$ cat config.mk
export PLATFORM = sky130hd
export DESIGN_NAME = fetch_ctrl_ras
export DESIGN_NICKNAME = d
export VERILOG_FILES = /design/src/rtl/core_pkg.sv /design/src/rtl/ras_stack.sv /design/src/rtl/fetch_ctrl_ras.sv
export SDC_FILE = /design/constraint.sdc
export NUM_CORES = 1
export LEC_CHECK = 0
export BUFFER_PORTS_ARGS = -buffer_cell sky130_fd_sc_hd__buf_2
export CORE_MARGIN = 5
export CORE_UTILIZATION = 58
export CTS_CLUSTER_DIAMETER = 200
export CTS_CLUSTER_SIZE = 24
export DETAILED_ROUTE_END_ITERATION = 8
export PLACE_DENSITY = 0.86
export SETUP_SLACK_MARGIN = 0.3
export SLEW_MARGIN = 20
export SYNTH_ARGS = -nofsm -noshare
export SYNTH_HDL_FRONTEND = slang
export SYNTH_SLANG_ARGS = --single-unit
$ cat constraint.sdc
create_clock -name i_clk -period 3.51 [get_ports i_clk]
set_clock_uncertainty 0.15 [all_clocks]
set_input_delay 0.1755 -clock i_clk [delete_from_list [all_inputs] [get_ports i_clk]]
set_output_delay 0.1755 -clock i_clk [all_outputs]
set_load 0.01 [all_outputs]
$ cat src/rtl/core_pkg.sv
// Shared core definitions: default widths, reset PC and the next-PC source
// selector used by the fetch controller.
package core_pkg;

  localparam int XLEN_DEF     = 16;
  localparam int RESET_PC_DEF = 0;

  typedef enum logic [2:0] {
    SRC_SEQ,
    SRC_BR,
    SRC_LOOP,
    SRC_JMP,
    SRC_RET,
    SRC_HOLD
  } next_src_e;

endpackage

$ cat src/rtl/ras_stack.sv
// Circular return-address stack. Pushing onto a full stack overwrites the oldest
// entry, so the newest RAS_DEPTH return addresses always survive.
module ras_stack #(
  parameter int XLEN      = 16,
  parameter int RAS_DEPTH = 4
) (
  input  logic            i_clk,
  input  logic            i_rst,
  input  logic            i_push,
  input  logic            i_pop,
  input  logic [XLEN-1:0] i_push_data,
  output logic [XLEN-1:0] o_top,
  output logic            o_empty,
  output logic            o_full,
  output logic            o_ovf,
  output logic            o_unf
);

  localparam int PTR_W = $clog2(RAS_DEPTH);
  localparam int CNT_W = $clog2(RAS_DEPTH + 1);
  localparam logic [CNT_W-1:0] CNT_MAX = CNT_W'(RAS_DEPTH);

  logic [XLEN-1:0]  r_mem [RAS_DEPTH];
  logic [PTR_W-1:0] r_ptr;
  logic [CNT_W-1:0] r_count;
  logic             r_ovf;
  logic             r_unf;
  logic [PTR_W-1:0] w_push_ptr;

  assign w_push_ptr = r_ptr + PTR_W'(1);
  assign o_top      = r_mem[r_ptr];
  assign o_empty    = (r_count == '0);
  assign o_full     = (r_count == CNT_MAX);
  assign o_ovf      = r_ovf;
  assign o_unf      = r_unf;

  // Storage carries no reset; only pointer and count define validity.
  always_ff @(posedge i_clk) begin
    if (i_push && !i_rst) begin
      r_mem[w_push_ptr] <= i_push_data;
    end
  end

  always_ff @(posedge i_clk) begin
    if (i_rst) begin
      r_ptr   <= '0;
      r_count <= '0;
      r_ovf   <= 1'b0;
      r_unf   <= 1'b0;
    end else if (i_push) begin
      r_ptr <= w_push_ptr;
      if (o_full) begin
        r_ovf <= 1'b1;
      end else begin
        r_count <= r_count + CNT_W'(1);
      end
    end else if (i_pop) begin
      if (o_empty) begin
        r_unf <= 1'b1;
      end else begin
        r_ptr   <= r_ptr - PTR_W'(1);
        r_count <= r_count - CNT_W'(1);
      end
    end
  end

endmodule

$ cat src/rtl/fetch_ctrl_ras.sv
// Fetch controller: owns the PC register and selects the next PC from branch,
// loop, jump/call, return and sequential sources, backed by a return-address stack.
module fetch_ctrl_ras
  import core_pkg::*;
#(
  parameter int              XLEN      = XLEN_DEF,
  parameter int              JMP_W     = 9,
  parameter int              RAS_DEPTH = 4,
  parameter logic [XLEN-1:0] RESET_PC  = XLEN'(RESET_PC_DEF)
) (
  input  logic             i_clk,
  input  logic             i_rst,
  input  logic             i_stall_f,
  input  logic             i_br_taken_e,
  input  logic [XLEN-1:0]  i_br_target_e,
  input  logic             i_loop_taken_d,
  input  logic [XLEN-1:0]  i_loop_target_d,
  input  logic             i_jmp_d,
  input  logic             i_call_d,
  input  logic             i_ret_d,
  input  logic [JMP_W-1:0] i_jmp_field_d,
  input  logic [XLEN-1:0]  i_link_addr_d,
  output logic [XLEN-1:0]  o_pc_out,
  output logic [XLEN-1:0]  o_pc_plus_1,
  output logic             o_redirect_d,
  output logic             o_ras_empty,
  output logic             o_ras_full,
  output logic             o_ras_ovf,
  output logic             o_ras_unf
);

  logic [XLEN-1:0] r_pc;
  logic [XLEN-1:0] w_pc_plus_1;
  logic [XLEN-1:0] w_jmp_target;
  logic [XLEN-1:0] w_next_pc;
  logic [XLEN-1:0] w_ras_top;
  logic            w_ras_empty;
  logic            w_redirect;
  logic            w_push;
  logic            w_pop;
  next_src_e       w_src;

  assign w_pc_plus_1  = r_pc + XLEN'(1);
  assign w_jmp_target = {i_link_addr_d[XLEN-1:JMP_W], i_jmp_field_d};

  // A taken EX branch means everything in decode is wrong-path, so it outranks stall.
  always_comb begin
    w_src = SRC_SEQ;
    if (i_br_taken_e) begin
      w_src = SRC_BR;
    end else if (i_stall_f) begin
      w_src = SRC_HOLD;
    end else if (i_loop_taken_d) begin
      w_src = SRC_LOOP;
    end else if (i_call_d || i_jmp_d) begin
      w_src = SRC_JMP;
    end else if (i_ret_d) begin
      w_src = SRC_RET;
    end
  end

  always_comb begin
    w_next_pc  = w_pc_plus_1;
    w_redirect = 1'b0;
    w_push     = 1'b0;
    w_pop      = 1'b0;
    case (w_src)
      SRC_BR:   w_next_pc = i_br_target_e;
      SRC_HOLD: w_next_pc = r_pc;
      SRC_LOOP: begin
        w_next_pc  = i_loop_target_d;
        w_redirect = 1'b1;
      end
      SRC_JMP: begin
        w_next_pc  = w_jmp_target;
        w_redirect = 1'b1;
        w_push     = i_call_d;
      end
      SRC_RET: begin
        w_next_pc  = w_ras_empty ? w_pc_plus_1 : w_ras_top;
        w_redirect = 1'b1;
        w_pop      = 1'b1;
      end
      default: ;
    endcase
    if (i_rst) begin
      w_redirect = 1'b0;
      w_push     = 1'b0;
      w_pop      = 1'b0;
    end
  end

  always_ff @(posedge i_clk) begin
    if (i_rst) begin
      r_pc <= RESET_PC;
    end else begin
      r_pc <= w_next_pc;
    end
  end

  ras_stack #(
    .XLEN      (XLEN),
    .RAS_DEPTH (RAS_DEPTH)
  ) u_ras (
    .i_clk       (i_clk),
    .i_rst       (i_rst),
    .i_push      (w_push),
    .i_pop       (w_pop),
    .i_push_data (i_link_addr_d),
    .o_top       (w_ras_top),
    .o_empty     (w_ras_empty),
    .o_full      (o_ras_full),
    .o_ovf       (o_ras_ovf),
    .o_unf       (o_ras_unf)
  );

  assign o_pc_out     = r_pc;
  assign o_pc_plus_1  = w_pc_plus_1;
  assign o_redirect_d = w_redirect;
  assign o_ras_empty  = w_ras_empty;

endmodule

==> results of run 1 <==
## routing by layer
metal	up-vias	track usage	wire, microns
met5	-	0	0
met4	0	0.1078	331
met3	36	0.03206	663
met2	157	0.3833	5166
met1	1641	0.3041	4304
li1	1557	-	-
## final cells by class
class / count / area (sq um)
Sequential cell: 89 / 2422
Fill cell: 521 / 2061
Multi-Input combinational cell: 223 / 1677
Timing Repair Buffer: 118 / 673.1
Clock buffer: 9 / 123.9
Tap cell: 99 / 123.9
Clock inverter: 7 / 81.33
Inverter: 14 / 52.55
## critical path: stages, from the launching register on
cell and delay [ps]:
dfxtp_1 510, and4_1 360, nand4_1 200, o31a_1 320, or2_2 290, buf_2 140
## sequential cells by signal (all words and copies together), names as in the netlist, named ones only
signal / flops
u_ras.r_ptr: 2
u_ras.o_ovf: 1
o_pc_out: 16
u_ras.o_unf: 1
u_ras.r_count: 3
u_ras.r_mem: 64
## report_power, final
part           internal (mW)  total (mW)  switching, mW
clock                  0.343       0.733          0.389
combinational          0.118       0.255          0.137
sequential              1.14        1.17         0.0283
## path summary, 6_finish.rpt
kind,slack [ps],end,cells after the start
worst max-delay path,1010,o_pc_plus_1[15],5
worst min-delay path,20,o_pc_out[2],3
worst max register to register,1110,o_pc_out[11],5
worst min register to register,320,u_ras.o_unf,2
## cell families (layout without fill, tap and decap cells)
| group | Yosys count | after routing | synth area share |
|---|---|---|---|
| adder cells (fa/ha/maj) | 6 | 6 | 0.01930 |
| AND/OR/NAND/NOR | 115 | 115 | 0.1365 |
| flip-flops | 89 | 89 | 0.5661 |
| AO/OA/AOI/OAI | 71 | 71 | 0.1202 |
| XOR/XNOR | 13 | 13 | 0.02661 |
| multiplexers | 18 | 18 | 0.08918 |
| buffers and inverters | 38 | 148 | 0.04210 |
## what timing repair did
item	in CTS	in global routing
endpoints found under the hold margin	64	0
buffers inserted	0	0
hold buffers	16	0
## cells in the final DEF (no fill, tap or decap), types with 3 or more instances in the layout
cell and n:
inv_1 14, buf_2 101, o21ai_0 8, dfxtp_1 25
ha_1 5, clkbuf_8 9, a21oi_1 21, a221o_1 12
or3_1 5, dlygate4sd3_1 16, a221oi_1 12, and3_1 7
xor2_1 4, inv_6 4, nor2_1 32, edfxtp_1 64
nand2_1 26, and4_1 5, and2_1 3, nor4_1 4
nand3_1 5, nor3_1 12, nand4_1 6, xnor2_1 9
mux4_2 16
## stage by stage
stage	utilization	area, sq um	hold WS, ps
3_5_place_dp	0.6637	4788	245.4
4_1_cts	0.7144	5154	16.74
5_1_grt	0.7144	5154	21.79
2_1_floorplan	-	4279	124.4
6_report	0.7144	5154	16.17
3_3_place_gp	0.6637	4788	238.5
==> impl_metrics.json, run 1 <==
{
  "status": "completed",
  "viasPerCell": 6.066,
  "synth-edff-count": 64,
  "power_leakage_nw": 1.990,
  "critPathRequiredTime_ps": 3180,
  "power_density_nw_per_um2": 418.8,
  "dr.first_iter.drc_count": 275,
  "clk_latency_ps": 360,
  "core_area_sq_um": 7214,
  "rsz0062_at_grt": "false",
  "stdcell_count": 559,
  "final_layout_size_suffix_gt1_frac": 0.3152,
  "finalSetupViolations": 0,
  "synth_top_flop_cell": "edfxtp_1",
  "crit_path_max_fanout": 8,
  "async_reset_ff_frac": 0,
  "yosysUniqueCellTypes": 51,
  "die_w_microns": 95.90,
  "detail_route.first_pass.iterations": 5,
  "finalCritPeriodShare": 0.7121,
  "die_h_microns": 95.90,
  "fmax_mhz": 400.1,
  "synthesis.area_sq_um": 4279,
  "place_congestion": 0.8927,
  "fin_crit_ps": 2500,
  "track_usage": 0.2320,
  "antenna_cells": 0,
  "drc": 0,
  "cts_tree": "done",
  "tightest_slew_ps": 848.0,
  "power_mw": 2.159,
  "routed_wl_microns": 10470,
  "hold_violations": 0,
  "htree_levels": 3,
  "cts.sinks": 89,
  "syn_nets": 421,
  "drv_slew": 0,
  "cts_resized": 0,
  "yosys.cell_count.top_type": "edfxtp_1",
  "final_nets": 526,
  "grt_pass1_wl_microns": 15790,
  "ir_drop_v": 0.0002996,
  "crit_start": "o_pc_out[5]",
  "ys_seq_area_frac": 0.5661,
  "synth_area_leaders": "edfxtp_1 (45%), dfxtp_1 (12%), mux4_2 (8.4%), a221o_1 (2.8%), nor2_1 (2.8%)",
  "placedCellCount": 527,
  "synth_seq_cells": 89,
  "start_kind": "register",
  "post-place-ws_ps": 781.9,
  "holdCritPathClass": "in -> reg",
  "antenna_found_initial": 0,
  "pin_count": 102,
  "slew_headroom": 0.4347,
  "grt-ovfl-total": 0,
  "fin_tns_setup_ps": 0,
  "min-delay-start": "i_jmp_field_d[2]",
  "syn_inst": 350,
  "clkSlewWorstSetupHoldPaths_ps": 90,
  "initial_core_util": 0.5931,
  "post_drt_wl_per_cell_microns": 18.72,
  "dp.final_hpwl_microns": 7513,
  "synthTopCellsByCount": "edfxtp_1 (64), nor2_1 (32), nand2_1 (26)",
  "area_delta_synth_final_pct": 20.44,
  "avgSynthCellArea_sq_um": 12.23,
  "grt_pass1_vias": 3233,
  "arrival_ps": 2170,
  "end_kind": "primary output",
  "crit_type": "reg -> out",
  "grt_max_degree": 36,
  "io_buffers": 101,
  "cap_viol_max_count": 0,
  "synth_top_area_cell": "edfxtp_1",
  "vias": 3391,
  "cts-root-buf": "clkbuf_8",
  "cts_buffers": 9,
  "die_area_sq_um": 9196,
  "synth_top_area_share": 0.4491,
  "cts_buffer_depth": 2,
  "antenna_left": 0,
  "setup_ws_ps": 1011,
  "ys_warn_count": 0,
  "rows": 31
}
(Power assumes the default switching activity.)
==> run 2, diff against run 1 <==
--- a/config.mk
+++ b/config.mk
@@ -5,13 +5,14 @@
 export SDC_FILE = /design/constraint.sdc
 export NUM_CORES = 1
 export LEC_CHECK = 0
+export ABC_AREA = 1
 export BUFFER_PORTS_ARGS = -buffer_cell sky130_fd_sc_hd__buf_2
 export CORE_MARGIN = 5
-export CORE_UTILIZATION = 58
+export CORE_UTILIZATION = 49
 export CTS_CLUSTER_DIAMETER = 200
 export CTS_CLUSTER_SIZE = 24
 export DETAILED_ROUTE_END_ITERATION = 8
-export PLACE_DENSITY = 0.86
+export PLACE_DENSITY = 0.77
 export SETUP_SLACK_MARGIN = 0.3
 export SLEW_MARGIN = 20
 export SYNTH_ARGS = -nofsm -noshare
==> constraint.sdc (replaced) <==
create_clock -name i_clk -period 2.2 [get_ports i_clk]
set_clock_uncertainty 0.15 [all_clocks]
set_input_delay 0.11 -clock i_clk [delete_from_list [all_inputs] [get_ports i_clk]]
set_output_delay 0.11 -clock i_clk [all_outputs]
set_load 0.01 [all_outputs]
==> run 2 against run 1 <==
Critical path type unchanged. Critical endpoint is now o_pc_plus_1[12]. Combinational power up 110%. Cell area up 18%. Register-to-register slack worse by 690 ps. Sequential share of layout area down 6.5 points. Highest routed layer unchanged. Global-route usage down 1.0 points. Sequential cell count unchanged.
==> impl_metrics.json, run 2 <==
{
  "syn_inst": 537,
  "clkSlewWorstSetupHoldPaths_ps": 100,
  "cts_tree": "done",
  "synth_top_flop_cell": "edfxtp_1",
  "grt_pass1_wl_microns": 19990,
  "final_common_cell": "nand2_1",
  "power_leakage_nw": 2.701,
  "rows": 35,
  "synthesis.area_sq_um": 4617,
  "antenna_found_initial": 0,
  "ir_drop_v": 0.0003785,
  "final_layout_size_suffix_gt1_frac": 0.2991,
  "yosys.cell_count.top_type": "nand2_1",
  "largest_register": "u_ras.r_mem",
  "grt_pass1_vias": 4043,
  "cts_buffers": 9,
  "largest_reg_flops": 64,
  "cpMaxStageDelayCell": "dfxtp_4",
  "place_congestion": 0.9016,
  "cts_buffer_depth": 2,
  "avgSynthCellArea_sq_um": 8.598,
  "routed_wl_microns": 12700,
  "dpl_cell_area_sq_um": 5261,
  "holdCritPathClass": "in -> reg",
  "synth-edff-count": 64,
  "core_area_sq_um": 9196,
  "status": "completed",
  "ys_warn_count": 0,
  "cap_viol_max_count": 0,
  "drc": 0,
  "die_area_sq_um": 11460,
  "arrival_ps": 1610,
  "htree_levels": 3,
  "critPathMaxStageDelay_ps": 400,
  "cts.sinks": 89,
  "fin_crit_ps": 1873,
  "io_buffers": 101,
  "synth_seq_cells": 89,
  "cp_cell_sequence": "ha_4 -> nand2_4 -> nor2_4 -> nand3_2 -> nor2_2 -> xnor2_1 -> inv_1 -> buf_6",
  "hold_violations": 0,
  "drv_slew": 0,
  "finalSetupViolations": 0,
  "end_kind": "primary output",
  "ys_seq_area_frac": 0.5247,
  "grt-ovfl-total": 0,
  "cts-root-buf": "clkbuf_8",
  "crit_path_max_fanout": 4,
  "antenna_left": 0,
  "slew_headroom": 0.6313,
  "vias": 4179,
  "synthTopCellsByCount": "nand2_1 (137), edfxtp_1 (64), nor2_1 (59)",
  "rsz0062_at_grt": "true",
  "power_density_nw_per_um2": 584.2,
  "synth_top_area_share": 0.4163,
  "fmax_mhz": 534.0,
  "start_kind": "register",
  "initial_core_util": 0.5020,
  "yosysUniqueCellTypes": 41,
  "finalCritPeriodShare": 0.8512,
  "antenna_cells": 0,
  "dp.final_hpwl_microns": 8815,
  "grt_max_degree": 24,
  "layout_common_cells": "nand2_1 (133), buf_2 (98), edfxtp_1 (64)",
  "tightest_slew_ps": 552.4,
  "detail_route.first_pass.iterations": 5,
  "clk_latency_ps": 360,
  "syn_nets": 608,
  "viasPerCell": 5.204,
  "crit_type": "reg -> out",
  "final_nets": 758,
  "area_delta_synth_final_pct": 31.57,
  "fin_tns_setup_ps": 0,
  "synth_area_leaders": "edfxtp_1 (42%), nand2_1 (11%), dfxtp_1 (11%), nor2_1 (4.8%), o21ai_0 (4.7%)",
  "die_h_microns": 107.1,
  "die_w_microns": 107.1,
  "dr.first_iter.drc_count": 353,
  "final_area_sq_um": 6075,
  "synth_top_area_cell": "edfxtp_1",
  "pin_count": 102,
  "critPathRequiredTime_ps": 1940,
  "post_drt_wl_per_cell_microns": 15.81,
  "async_reset_ff_frac": 0,
  "track_usage": 0.2220
}
[run 2: cell types whose count changed after synthesis, sizes merged, moves of 12 or more]
cell / change
a221o: -12
a221oi: -12
inv: +41
mux4: -16
nand2: +118
nand3: +37
nor2: +32
o21ai: +34
[run 2: logic make-up after synthesis]
logic type | share of synthesized area
AND/OR/NAND/NOR | 0.2743
flip-flops | 0.5247
AO/OA/AOI/OAI | 0.09431
buffers and inverters | 0.06829
XOR/XNOR | 0.02060
adder cells (fa/ha/maj) | 0.01789
[run 2: power breakdown]
group | switching, mW | internal [mW] | total (mW)
Clock | 0.600 | 0.543 | 1.14
Combinational | 0.289 | 0.238 | 0.527
Sequential | 0.0516 | 1.83 | 1.88
[run 2: routing by layer]
layer | track usage | wire length [microns]
met1 | 0.2827 | 5440
met2 | 0.3843 | 6383
met3 | 0.03492 | 692
met4 | 0.07397 | 181
met5 | 0 | 0
[run 2: final cells by class]
type                            count  area, sq um
Fill cell                         735         3122
Clock buffer                       10        127.6
Inverter                           56        212.7
Multi-Input combinational cell    373         2014
Timing Repair Buffer              158         1044
Sequential cell                    89         2461
Tap cell                          111        138.9
Clock inverter                      6        76.32
[run 2: worst max-delay path: cells and delay by family, from the launching register on]
family / cells / cell delay [ps]
DFF: 1 / 400
and+or+nand+nor: 4 / 380
xor gates and xnor gates: 1 / 120
adders and majority gates: 1 / 160
buffers and inverters: 2 / 200
[run 2: what timing repair did]
action,4_1_cts,5_1_grt
pin swaps,11,12
endpoints found under the hold margin,75,0
hold buffers,30,0
buffers inserted,7,8
endpoints found under the setup margin,13,17
gates resized for setup,33,26
[run 2: stage by stage]
| stage | setup WS, ps | power, mW | hold WS [ps] | instances | utilization |
|---|---|---|---|---|---|
| global route | 225.0 | 3.696 | 45.39 | 803 | 0.6605 |
| finish | 327.4 | 3.549 | 34.95 | 803 | 0.6605 |
| detailed placement | 268.6 | 2.336 | 178.3 | 742 | 0.5721 |
| global placement | 329.7 | 2.326 | 170.5 | 742 | 0.5721 |
| floorplan | 290.4 | 2.137 | 32.38 | 537 | - |
| CTS | 270.5 | 3.538 | 13.58 | 795 | 0.6454 |
[run 2: path summary, 6_finish.rpt]
| kind | depth (start not counted) | slack (ps) | to | from |
|---|---|---|---|---|
| max | 8 | 330 | o_pc_plus_1[12] | o_pc_out[1] |
| min | 7 | 30 | o_pc_out[7] | i_loop_target_d[7] |
| max reg2reg | 9 | 420 | o_pc_out[6] | o_pc_out[1] |
| min reg2reg | 2 | 340 | u_ras.o_ovf | u_ras.o_ovf |
==> run 3, diff against run 2 <==
--- a/config.mk
+++ b/config.mk
@@ -6,13 +6,13 @@
 export NUM_CORES = 1
 export LEC_CHECK = 0
 export ABC_AREA = 1
-export BUFFER_PORTS_ARGS = -buffer_cell sky130_fd_sc_hd__buf_2
 export CORE_MARGIN = 5
-export CORE_UTILIZATION = 49
+export CORE_UTILIZATION = 57
 export CTS_CLUSTER_DIAMETER = 200
 export CTS_CLUSTER_SIZE = 24
 export DETAILED_ROUTE_END_ITERATION = 8
-export PLACE_DENSITY = 0.77
+export DONT_BUFFER_PORTS = 1
+export PLACE_DENSITY = 0.76
 export SETUP_SLACK_MARGIN = 0.3
 export SLEW_MARGIN = 20
 export SYNTH_ARGS = -nofsm -noshare
==> run 3 against run 2 <==
Wire length rose by 0.35%. Cell area shrank 6.9%. Die area is 13% lower. Final cell count shrank 12%. First-iteration DRC count increased by 1.1%. Clock-buffer cell count shrank 1. Power decreased by 2.5%. Sequential share of layout area up 2.7 points. Worst setup slack worse by 45 ps. Non-clock buffer count down 87. Critical path type unchanged.
==> impl_metrics.json, run 3 (synthesis results as in run 2) <==
{
  "slew_headroom": 0.5938,
  "start_kind": "register",
  "layout_common_cells": "nand2_1 (134), edfxtp_1 (64), nor2_1 (58)",
  "cap_viol_max_count": 0,
  "holdCritPathClass": "in -> reg",
  "cts_tree": "done",
  "largest_register": "u_ras.r_mem",
  "cpMaxStageDelayCell": "dfxtp_4",
  "drc": 0,
  "power_mw": 3.461,
  "rows": 32,
  "clk_latency_ps": 360,
  "antenna_found_initial": 0,
  "critPathRequiredTime_ps": 1940,
  "end_kind": "primary output",
  "ir_drop_v": 0.0003847,
  "clkSlewWorstSetupHoldPaths_ps": 90,
  "drv_slew": 0,
  "grt-ovfl-total": 0,
  "final_common_cell": "nand2_1",
  "die_h_microns": 100,
  "finalSetupViolations": 0,
  "core_area_sq_um": 7807,
  "status": "completed",
  "final_nets": 671,
  "initial_core_util": 0.5913,
  "dr.first_iter.drc_count": 357,
  "area_delta_synth_final_pct": 22.44,
  "cts_buffers": 9,
  "place_congestion": 0.9233,
  "fin_tns_setup_ps": 0,
  "dp.final_hpwl_microns": 8106,
  "die_area_sq_um": 10000,
  "htree_levels": 3,
  "tightest_slew_ps": 604.6,
  "antenna_left": 0,
  "rrSetupSlack_ps": 340,
  "power_leakage_nw": 2.336,
  "io_buffers": 0,
  "power_density_nw_per_um2": 612.3,
  "critPathMaxStageDelay_ps": 380,
  "fin_util": 0.7240,
  "routed_wl_microns": 12740,
  "finalCritPeriodShare": 0.8718,
  "grt_pass1_vias": 4023,
  "cts-root-buf": "clkbuf_8",
  "crit_type": "reg -> out",
  "vias": 4070,
  "pin_count": 102,
  "crit_path_max_fanout": 6,
  "grt_max_degree": 34,
  "fmax_mhz": 521.4,
  "antenna_cells": 0,
  "cp_cell_sequence": "buf_8 -> nand3_4 -> nor2_4 -> nand2_4 -> nor3_4 -> or2_4 -> and2_4",
  "detail_route.first_pass.iterations": 6,
  "hold_violations": 0,
  "final_layout_size_suffix_gt1_frac": 0.1504,
  "fin_crit_ps": 1918,
  "arrival_ps": 1660,
  "post_drt_wl_per_cell_microns": 18.02,
  "largest_reg_flops": 64,
  "die_w_microns": 100,
  "cts_buffer_depth": 2,
  "viasPerCell": 5.757,
  "track_usage": 0.2516,
  "rsz0062_at_grt": "true",
  "cts.sinks": 89,
  "grt_pass1_wl_microns": 19710
}
==> run 3: cell count changes in the layout (fill, tap and decap cells not counted), sizes merged <==
cell         change
clkinvlp         -1
buf            -105
clkbuf           -1
clkinv           +2
dlygate4sd3     +18
==> run 3: what timing repair did <==
action | in CTS | in global routing
buffers inserted | 3 | 4
setup endpoints to repair | 9 | 13
gates resized for setup | 23 | 17
pin swaps | 4 | 6
hold buffers | 48 | 0
hold endpoints to repair | 86 | 0
==> run 3: per-layer routing <==
metal	wire, microns	share of wire	track usage	up-vias
li1	-	-	-	1912
met1	4800	0.38	0.3030	1863
met2	6316	0.50	0.4295	245
met3	1185	0.093	0.05837	50
met4	439	0.034	0.1140	0
met5	0	0	0	-
==> run 3: cell type report <==
cell class	instances	area (sq um)
flip-flops and latches	89	2445
fillers	562	2155
multi-input cells	373	1987
repair buffers	71	676.9
inverters	56	216.5
well taps	102	127.6
clock buffers	9	123.9
clock inverters	7	76.32
==> run 3: critical path, delay by kind of cell, from the launching register on <==
family / cells / cell delay [ps]
buf+inv: 1 / 130
simple gates: 6 / 790
flops: 1 / 380
==> run 3: report_power, final <==
group | leakage (nW) | switching, mW | internal, mW
logic | 1.45 | 0.249 | 0.181
clock network | 0.104 | 0.607 | 0.537
registers | 0.786 | 0.0593 | 1.83
total | 2.34 | 0.916 | 2.55
==> run 3: metrics by stage <==
stage	hold WS [ps]	cell area, sq um	instances	setup WS [ps]
after floorplan	32.38	4617	537	290.4
final	7.913	5653	707	282.1
after global placement	34.97	4775	636	429.1
after global routing	29.24	5653	707	219.0
after CTS	2.886	5570	703	254.5
after detailed placement	39.30	4775	636	389.9
==> run 3: worst paths after layout <==
path,startpoint,to,cells after the start
min reg2reg,u_ras.r_count[2],u_ras.r_count[2],2
min,i_br_target_e[14],o_pc_out[14],6
max,o_pc_out[0],o_pc_plus_1[15],7
max reg2reg,u_ras.r_count[0],u_ras.o_unf,4
